--- src/rtl/spi_pkg.sv ---
// Shared types for the SPI frame sequencer: controller states, frame size
// and the bit-index type used to walk a frame MSB first.
package spi_pkg;

  localparam int FRAME_BITS = 16;

  typedef logic [3:0] sel_t;

  typedef enum logic [2:0] {
    IDLE,
    SETUP,
    LOW,
    HIGH,
    HOLD
  } state_t;

endpackage

--- src/rtl/spi_clk_div.sv ---
// Phase counter for the SCLK divider. Counts CLK_DIV clk cycles per phase,
// flags the last cycle of the phase with tc and wraps to zero on its own,
// so every phase change in the controller starts from a fresh count.
module spi_clk_div #(
  parameter int CLK_DIV = 2
) (
  input  logic clk,
  input  logic rst_n,
  input  logic clear,
  output logic tc
);

  // 8 bits cover CLK_DIV up to 255; the count never exceeds CLK_DIV-1.
  localparam logic [7:0] LAST_CNT = 8'(CLK_DIV - 1);

  logic [7:0] div_cnt;

  assign tc = (div_cnt == LAST_CNT);

  // Count clk cycles within a phase, restarting at zero on clear or at terminal count.
  always_ff @(posedge clk or negedge rst_n) begin
    if (!rst_n) begin
      div_cnt <= '0;
    end else if (clear || tc) begin
      div_cnt <= '0;
    end else begin
      div_cnt <= div_cnt + 8'd1;
    end
  end

endmodule

--- src/rtl/spi_frame_sequencer.sv ---
// SPI mode-0 frame sequencer. Accepts a 16-bit word on start, walks the bit
// index sel from 15 down to 0 for an external bit mux, generates SCLK and
// chip select, samples sdi on each SCLK rising edge and presents the
// received word with a one-cycle done pulse at the end of the frame.
module spi_frame_sequencer #(
  parameter int CLK_DIV    = 2,
  parameter int FRAME_BITS = spi_pkg::FRAME_BITS
) (
  input  logic                  clk,
  input  logic                  rst_n,
  input  logic                  start,
  input  logic [FRAME_BITS-1:0] data_in,
  input  logic                  sdi,
  output logic [FRAME_BITS-1:0] tx_word,
  output logic [3:0]            sel,
  output logic                  sclk,
  output logic                  cs_n,
  output logic                  busy,
  output logic                  done,
  output logic [FRAME_BITS-1:0] rx_data
);

  import spi_pkg::*;

  localparam sel_t FIRST_SEL = sel_t'(FRAME_BITS - 1);

  state_t                state;
  logic [FRAME_BITS-1:0] rx_shift;
  logic                  tc;
  logic                  div_clear;

  // The divider is held at zero while idle so the first setup phase is full length.
  assign div_clear = (state == IDLE);

  spi_clk_div #(
    .CLK_DIV(CLK_DIV)
  ) u_clk_div (
    .clk  (clk),
    .rst_n(rst_n),
    .clear(div_clear),
    .tc   (tc)
  );

  // Frame controller: phase sequencing with all outputs registered alongside the state.
  always_ff @(posedge clk or negedge rst_n) begin
    if (!rst_n) begin
      state    <= IDLE;
      sel      <= '0;
      tx_word  <= '0;
      rx_data  <= '0;
      rx_shift <= '0;
      sclk     <= 1'b0;
      cs_n     <= 1'b1;
      busy     <= 1'b0;
      done     <= 1'b0;
    end else begin
      done <= 1'b0;
      unique case (state)
        IDLE: begin
          if (start) begin
            tx_word <= data_in;
            sel     <= FIRST_SEL;
            cs_n    <= 1'b0;
            busy    <= 1'b1;
            state   <= SETUP;
          end
        end
        SETUP: begin
          if (tc) begin
            state <= LOW;
          end
        end
        LOW: begin
          if (tc) begin
            sclk          <= 1'b1;
            rx_shift[sel] <= sdi;
            state         <= HIGH;
          end
        end
        HIGH: begin
          if (tc) begin
            sclk <= 1'b0;
            if (sel == '0) begin
              state <= HOLD;
            end else begin
              sel   <= sel - 4'd1;
              state <= LOW;
            end
          end
        end
        HOLD: begin
          if (tc) begin
            cs_n    <= 1'b1;
            busy    <= 1'b0;
            done    <= 1'b1;
            rx_data <= rx_shift;
            state   <= IDLE;
          end
        end
        default: begin
          state <= IDLE;
        end
      endcase
    end
  end

endmodule

--- config.mk ---
export PLATFORM = sky130hd
export DESIGN_NAME = spi_frame_sequencer
export DESIGN_NICKNAME = d
export VERILOG_FILES = /design/src/rtl/spi_pkg.sv /design/src/rtl/spi_clk_div.sv /design/src/rtl/spi_frame_sequencer.sv
export SDC_FILE = /design/constraint.sdc
export NUM_CORES = 1
export LEC_CHECK = 0
export BUFFER_PORTS_ARGS = -buffer_cell sky130_fd_sc_hd__buf_2
export CAP_MARGIN = 20
export CORE_MARGIN = 5
export CORE_UTILIZATION = 30
export CTS_BUF_LIST = sky130_fd_sc_hd__clkbuf_16
export CTS_CLUSTER_DIAMETER = 100
export DETAILED_ROUTE_END_ITERATION = 12
export REMOVE_ABC_BUFFERS = 1
export SETUP_SLACK_MARGIN = 0.1
export SYNTH_ARGS = -nofsm -noshare
export SYNTH_HDL_FRONTEND = slang
export SYNTH_SLANG_ARGS = --single-unit
--- constraint.sdc ---
create_clock -name clk -period 2.4 [get_ports clk]
set_input_delay 0.48 -clock clk [delete_from_list [all_inputs] [get_ports clk]]
set_output_delay 0.48 -clock clk [all_outputs]
set_load 0.005 [all_outputs]
**Yosys cells after proc, flatten, opt, wreduce, memory -nomap -nowiden**

Cells that the tools add are included.

- Magnitude comparators: 2
- Add/sub/neg operators: 2
- Multiplexer cells: 24
- Reductions and logical operators: 14
- Equality and inequality tests: 11

Operators by type and width:

| kind | number |
|---|---|
| 3-bit two-way mux | 6 |
| 16-bit bitwise mux | 1 |
| 3-bit one-hot mux with 5 select lines | 1 |
| 4-bit two-way mux | 3 |
| 8-bit by 1-bit adder with 8-bit output, second input constant | 1 |
| 8-bit by 1-bit == test with 1-bit output, second input constant | 1 |
| 8-bit two-way mux | 1 |
| 2-bit by 1-bit != test with 1-bit output, second input constant | 4 |
| 4-bit one-hot mux with 2 select lines | 1 |
| 1-bit two-way mux | 7 |
| 3-bit by 2-bit == test with 1-bit output, second input constant | 2 |
| 1-bit one-hot mux with 2 select lines | 3 |
| 2-bit AND reduction | 3 |
| 3-bit AND reduction | 2 |
| 2-bit nonzero test | 3 |
| 4-bit by 5-bit < comparator with 1-bit output, second input constant | 1 |
| 5-bit AND reduction | 1 |
| 1-bit demux with 4-bit select | 1 |
| 4-bit by 1-bit greater-or-equal comparator with 1-bit output, second input constant | 1 |
| 4-bit zero test | 1 |
| 2-bit != test, second input constant | 2 |
| 4-bit AND reduction | 1 |
| 4-bit by 1-bit subtractor with 4-bit output, second input constant | 1 |
| 3-bit by 1-bit == test with 1-bit output, second input constant | 1 |
| 4 further kinds | 4 |

- Word-level logic and storage cells: 63
- Output and inout bits: 40
- Input port bits: 20
- Register bits after elaboration: 67

**Longest topological paths before layout**

- Word-level depth: 5
- Depth in mapped cells: 6
- Depth with buffers taken out: 5

**Cells and area by module**

From an unflattened synthesis, not the netlist that was laid out.

- Cell total of the unflattened synthesis: 221
- Area total of the unflattened synthesis: 2934.1 um^2

Modules (own cells, without submodules):

| module | area an instance (um^2) | instances | cells an instance | sequential area each (um^2) |
|---|---|---|---|---|
| spi_frame_sequencer | 2526.2 | 1 | 182 | 1477.7 |
| spi_clk_div | 407.9 | 1 | 39 | 200.2 |

**Worst setup path before layout**

OpenSTA, ideal clock, no wires.

- Path kind: register to register
- Start: register u_clk_div.div_cnt[1]
- End: register sel[1]
- Stages on the path, launching flop included: 7
- Setup slack: 707 ps
- Path buffers: 1
- Library setup time: 140 ps
- Data arrival time: 1553 ps
- Cells stage by stage: dfrtp_1 > inv_1 > ha_1 > or3b_2 > clkbuf_1 > a2111oi_0 > a211oi_1

- Cells in the longest elaborated chain, start to end: 3

RTL lines:

| what | line | text |
|---|---|---|
| start, declared | spi_clk_div.sv:16 | `logic [7:0] div_cnt;` |
| start signal, assigned | spi_clk_div.sv:27 | `div_cnt <= div_cnt + 8'd1;` |
| 8-bit by 1-bit == test with 1-bit output | spi_clk_div.sv:18 | `assign tc = (div_cnt == LAST_CNT);` |
| 2-bit by 1-bit != test with 1-bit output (no line) | -- |  |
| 4-bit AND reduction (no line) | -- |  |
| end signal, assigned | spi_frame_sequencer.sv:86 | `sel <= sel - 4'd1;` |
| end, declared | spi_frame_sequencer.sv:15 | `output logic [3:0] sel,` |

Every way passes these cells.
A chain may end at the register's enable or synchronous reset.

**Worst setup path in the final report**

- Start: register state[0]
- End: register sel[1]

- Cells in the longest elaborated chain, start to end: 3
- Elaborated cells between the ends (all ways): 8
- Those cells by class: 4 x eq/ne; 1 x mux; 3 x reduce/logical

RTL lines:

| what | line | text |
|---|---|---|
| start, declared | spi_frame_sequencer.sv:27 | `state_t state;` |
| start signal, assigned | spi_frame_sequencer.sv:47 | `state <= IDLE;` |
| start signal, assigned | spi_frame_sequencer.sv:65 | `state <= SETUP;` |
| start signal, assigned | spi_frame_sequencer.sv:70 | `state <= LOW;` |
| 3-bit by 2-bit == test with 1-bit output or 3-bit zero test (tied branches) | spi_frame_sequencer.sv:58 | `unique case (state)` |
| 2-bit by 1-bit != test with 1-bit output (no line) (tied with other cells) | -- |  |
| 4-bit AND reduction (no line) | -- |  |

Several ways; a longest one is shown, not always the timed one.

==> key figures <==
Drt
  • Met3 wire length: 402 um
  • Detailed-route vias per instance: 4.85
  • WL met2: 3.21 mm
  • DRT Wirelength: 6.53 mm
  • WL/cell: 14.8 um
  • Drt first pass iters: 5
  • ANT nets after route: 0
  • DR DRC count: 0
  • Total vias in the final route: 2145
  • Max Used Layer: met4
  • Metal1 wirelength: 2.83 mm
  • Initial DRC Count: 113

Timing
  • Final Hold Fails: 0
  • Clock skew: 6.70 ps
  • Final Critical Period: 2060 ps
  • RSZ-0062 raised after global routing: false
  • Max_slew headroom: 0.599
  • Period utilisation layout: 0.858
  • TNS Setup: 0 ps
  • Worst-margin pin slew: 602 ps
  • Final WS setup: 340 ps
  • FMAX: 485 MHz
  • Finish-stage setup viols: 0
  • Max Slew Vio Count: 0

Layout
  • Commonest non-fill, non-tap cell in the layout: dfrtp_1
  • Antenna Diode Count: 0
  • Final core occ: 0.373
  • Final Instance Count excl. Fillers: 442
  • Commonest non-fill, non-tap cells in the layout: dfrtp_1, buf_2, mux2_2, nand4_1, clkbuf_16
  • Area delta synth->final: 22.4%
  • Layout cells sized above 1: 0.441
  • Final Net Count: 328

Power
  • Sw Ratio: 0.333
  • Pwr Total: 4050 uW
  • Seq pwr share: 0.429
  • Clk network pwr share: 0.286
  • Power Dens Cells: 1060 nW/um^2
  • Net Sw Power: 1350 uW
  • Lkg Pwr: 0.00178 uW
  • P_int: 2700 uW
  • Worst VDD drop: 0.439 mV
  • Logic pwr share: 0.284

Clock tree
  • CTS Hold Bufs: 0
  • CTS resizes: 0
  • Total CTS buffers: 9
  • Max Buffers Root-to-Sink: 2
  • CTS Root Cell: clkbuf_16
  • Setup repair bufs after CTS: 0
  • CTS tree: done
  • Clk_lat worst skew: 330 ps
  • H-Tree Depth: 3
  • Clk sinks: 67
  • Clock transition at path regs: 60 ps

Worst setup path
  • CP startpoint kind: flop
  • Reg2reg end: sel[1]
  • FF-to-FF setup slack: 340 ps
  • Setup CP Type: reg2reg
  • Crit-path max FO: 19
  • Crit path arrival time: 2240 ps
  • Reg2Reg Depth: 3
  • Critical path data required time: 2580 ps
  • Reg-to-reg startpoint: state[0]
  • CP endpoint kind: flop

Floorplanning
  • Die area: 12600 um^2
  • Die W: 112 um
  • Starting Density: 0.305
  • CORE AREA: 10300 um^2
  • Top Ports: 60
  • Cell Rows: 37
  • Die H: 112 um

Place
  • RD Place Congestion: 0.841
  • Post-DP HPWL: 4.41 mm
  • Inst Count DP: 426
  • Setup WS pre-CTS: 368 ps
  • Port bufs: 59

Logic synthesis
  • Yosys warning total: 0
  • Top post-synthesis cells by area: dfrtp_1, mux2_2, nand4_1
  • Yosys cell types: 46
  • Share of the synthesized area in the top cell type: 0.527
  • Post-Syn Area: 3130 um^2
  • Synth area leader: dfrtp_1
  • FF+latch count, synth: 67
  • Register area share after synthesis: 0.535
  • Synth Instances: 243
  • Syn avg cell area: 12.9 um^2

Global route
  • First-pass GRT wire length: 11.3 mm
  • Initial antenna violation count: 0
  • GRT overflow: 0
  • Vias in the first global route: 2229
  • Global Route Usage Sum: 0.110
  • Largest net degree at the start of global routing: 30

Status
  • Status: finished, final reports clean

Worst hold path
  • HP Class: in2async

Flow run
  • MaxCap Viol Count: 0
==> synthesized netlist by cell type (all sizes together) <==
cell type / count
a2111oi: 2
a211oi: 6
a21o: 2
a21oi: 3
a311oi: 3
a32o: 1
and2: 1
and3: 1
and3b: 1
buf: 10
clkbuf: 7
dfrtp: 66
dfstp: 1
ha: 7
inv: 4
mux2: 48
mux2i: 1
nand2: 6
nand2b: 1
nand3: 3
nand3b: 1
nand4: 18
nand4b: 2
nor2: 7
nor2b: 6
nor3: 6
nor3b: 3
nor4: 3
nor4b: 2
nor4bb: 4
o21ai: 3
o31ai: 2
o32ai: 1
or3: 3
or3b: 2
or4: 1
or4b: 2
xnor2: 1
xor2: 2
==> worst max-delay path, stage by stage (launching register included) <==
cell and delay [ps]:
dfrtp_1 590, or4b_1 660, a2111oi_0 560, a211oi_1 100
==> flip-flops by register name, summed over array words and instances, names as in the netlist <==
name,cells
rx_data,16
rx_shift,16
tx_word,16
u_clk_div.div_cnt,8
sel,4
state,3
busy,1
cs_n,1
done,1
sclk,1
==> cells by family (layout without fill, tap and decap cells) <==
logic type                 count (synthesis)  count (layout)  synth area share
AOI/OAI and AO/OA                         23              23            0.0559
muxes                                     49              49             0.184
buffers and inverters                     21              84            0.0307
xor gates and xnor gates                   3               3           0.00838
DFF                                       67              67             0.535
adders and majority gates                  7               7            0.0279
and+or+nand+nor                           73              73             0.158
==> cell type report <==
| class | instances | area [um^2] |
|---|---|---|
| Clock buffer | 9 | 225 |
| Tap cell | 136 | 170 |
| Sequential cell | 67 | 1680 |
| Fill cell | 1023 | 6440 |
| Timing Repair Buffer | 64 | 345 |
| Multi-Input combinational cell | 155 | 1370 |
| Inverter | 4 | 15.0 |
| Clock inverter | 7 | 36.3 |
==> metal layers <==
layer / up-vias / track usage
met3: 10 / 0.0410
met4: 0 / 0.0377
li1: 1034 / -
met5: - / 0
met1: 1041 / 0.135
met2: 60 / 0.180
==> power by group through the flow <==
stage,Clock [uW],Sequential [uW],Combinational [uW]
floorplan,0,1710,726
global placement,0,1740,1150
detailed placement,0,1760,1160
CTS,1190,1740,1180
global route,1240,1800,1300
finish,1160,1740,1150
==> worst max path at each step <==
| stage | start | endpoint | slack (ps) | cells after the start |
|---|---|---|---|---|
| 2_1_floorplan | state[0] | tx_word[0] | -910 | 2 |
| 3_3_place_gp | state[0] | sel[1] | 380 | 3 |
| 3_5_place_dp | state[0] | sel[1] | 370 | 3 |
| 4_1_cts | state[0] | sel[1] | 360 | 3 |
| 5_1_grt | state[0] | sel[1] | 210 | 3 |
| 6_report | state[0] | sel[1] | 340 | 3 |
==> per-stage QoR <==
stage                     cell area (um^2)  hold WS [ps]
after global placement                3570           462
after detailed placement              3570           463
after global routing                  3840           202
final                                 3840           156
after floorplan                       3050           184
after CTS                             3840           174
(Power assumes the default switching activity.)
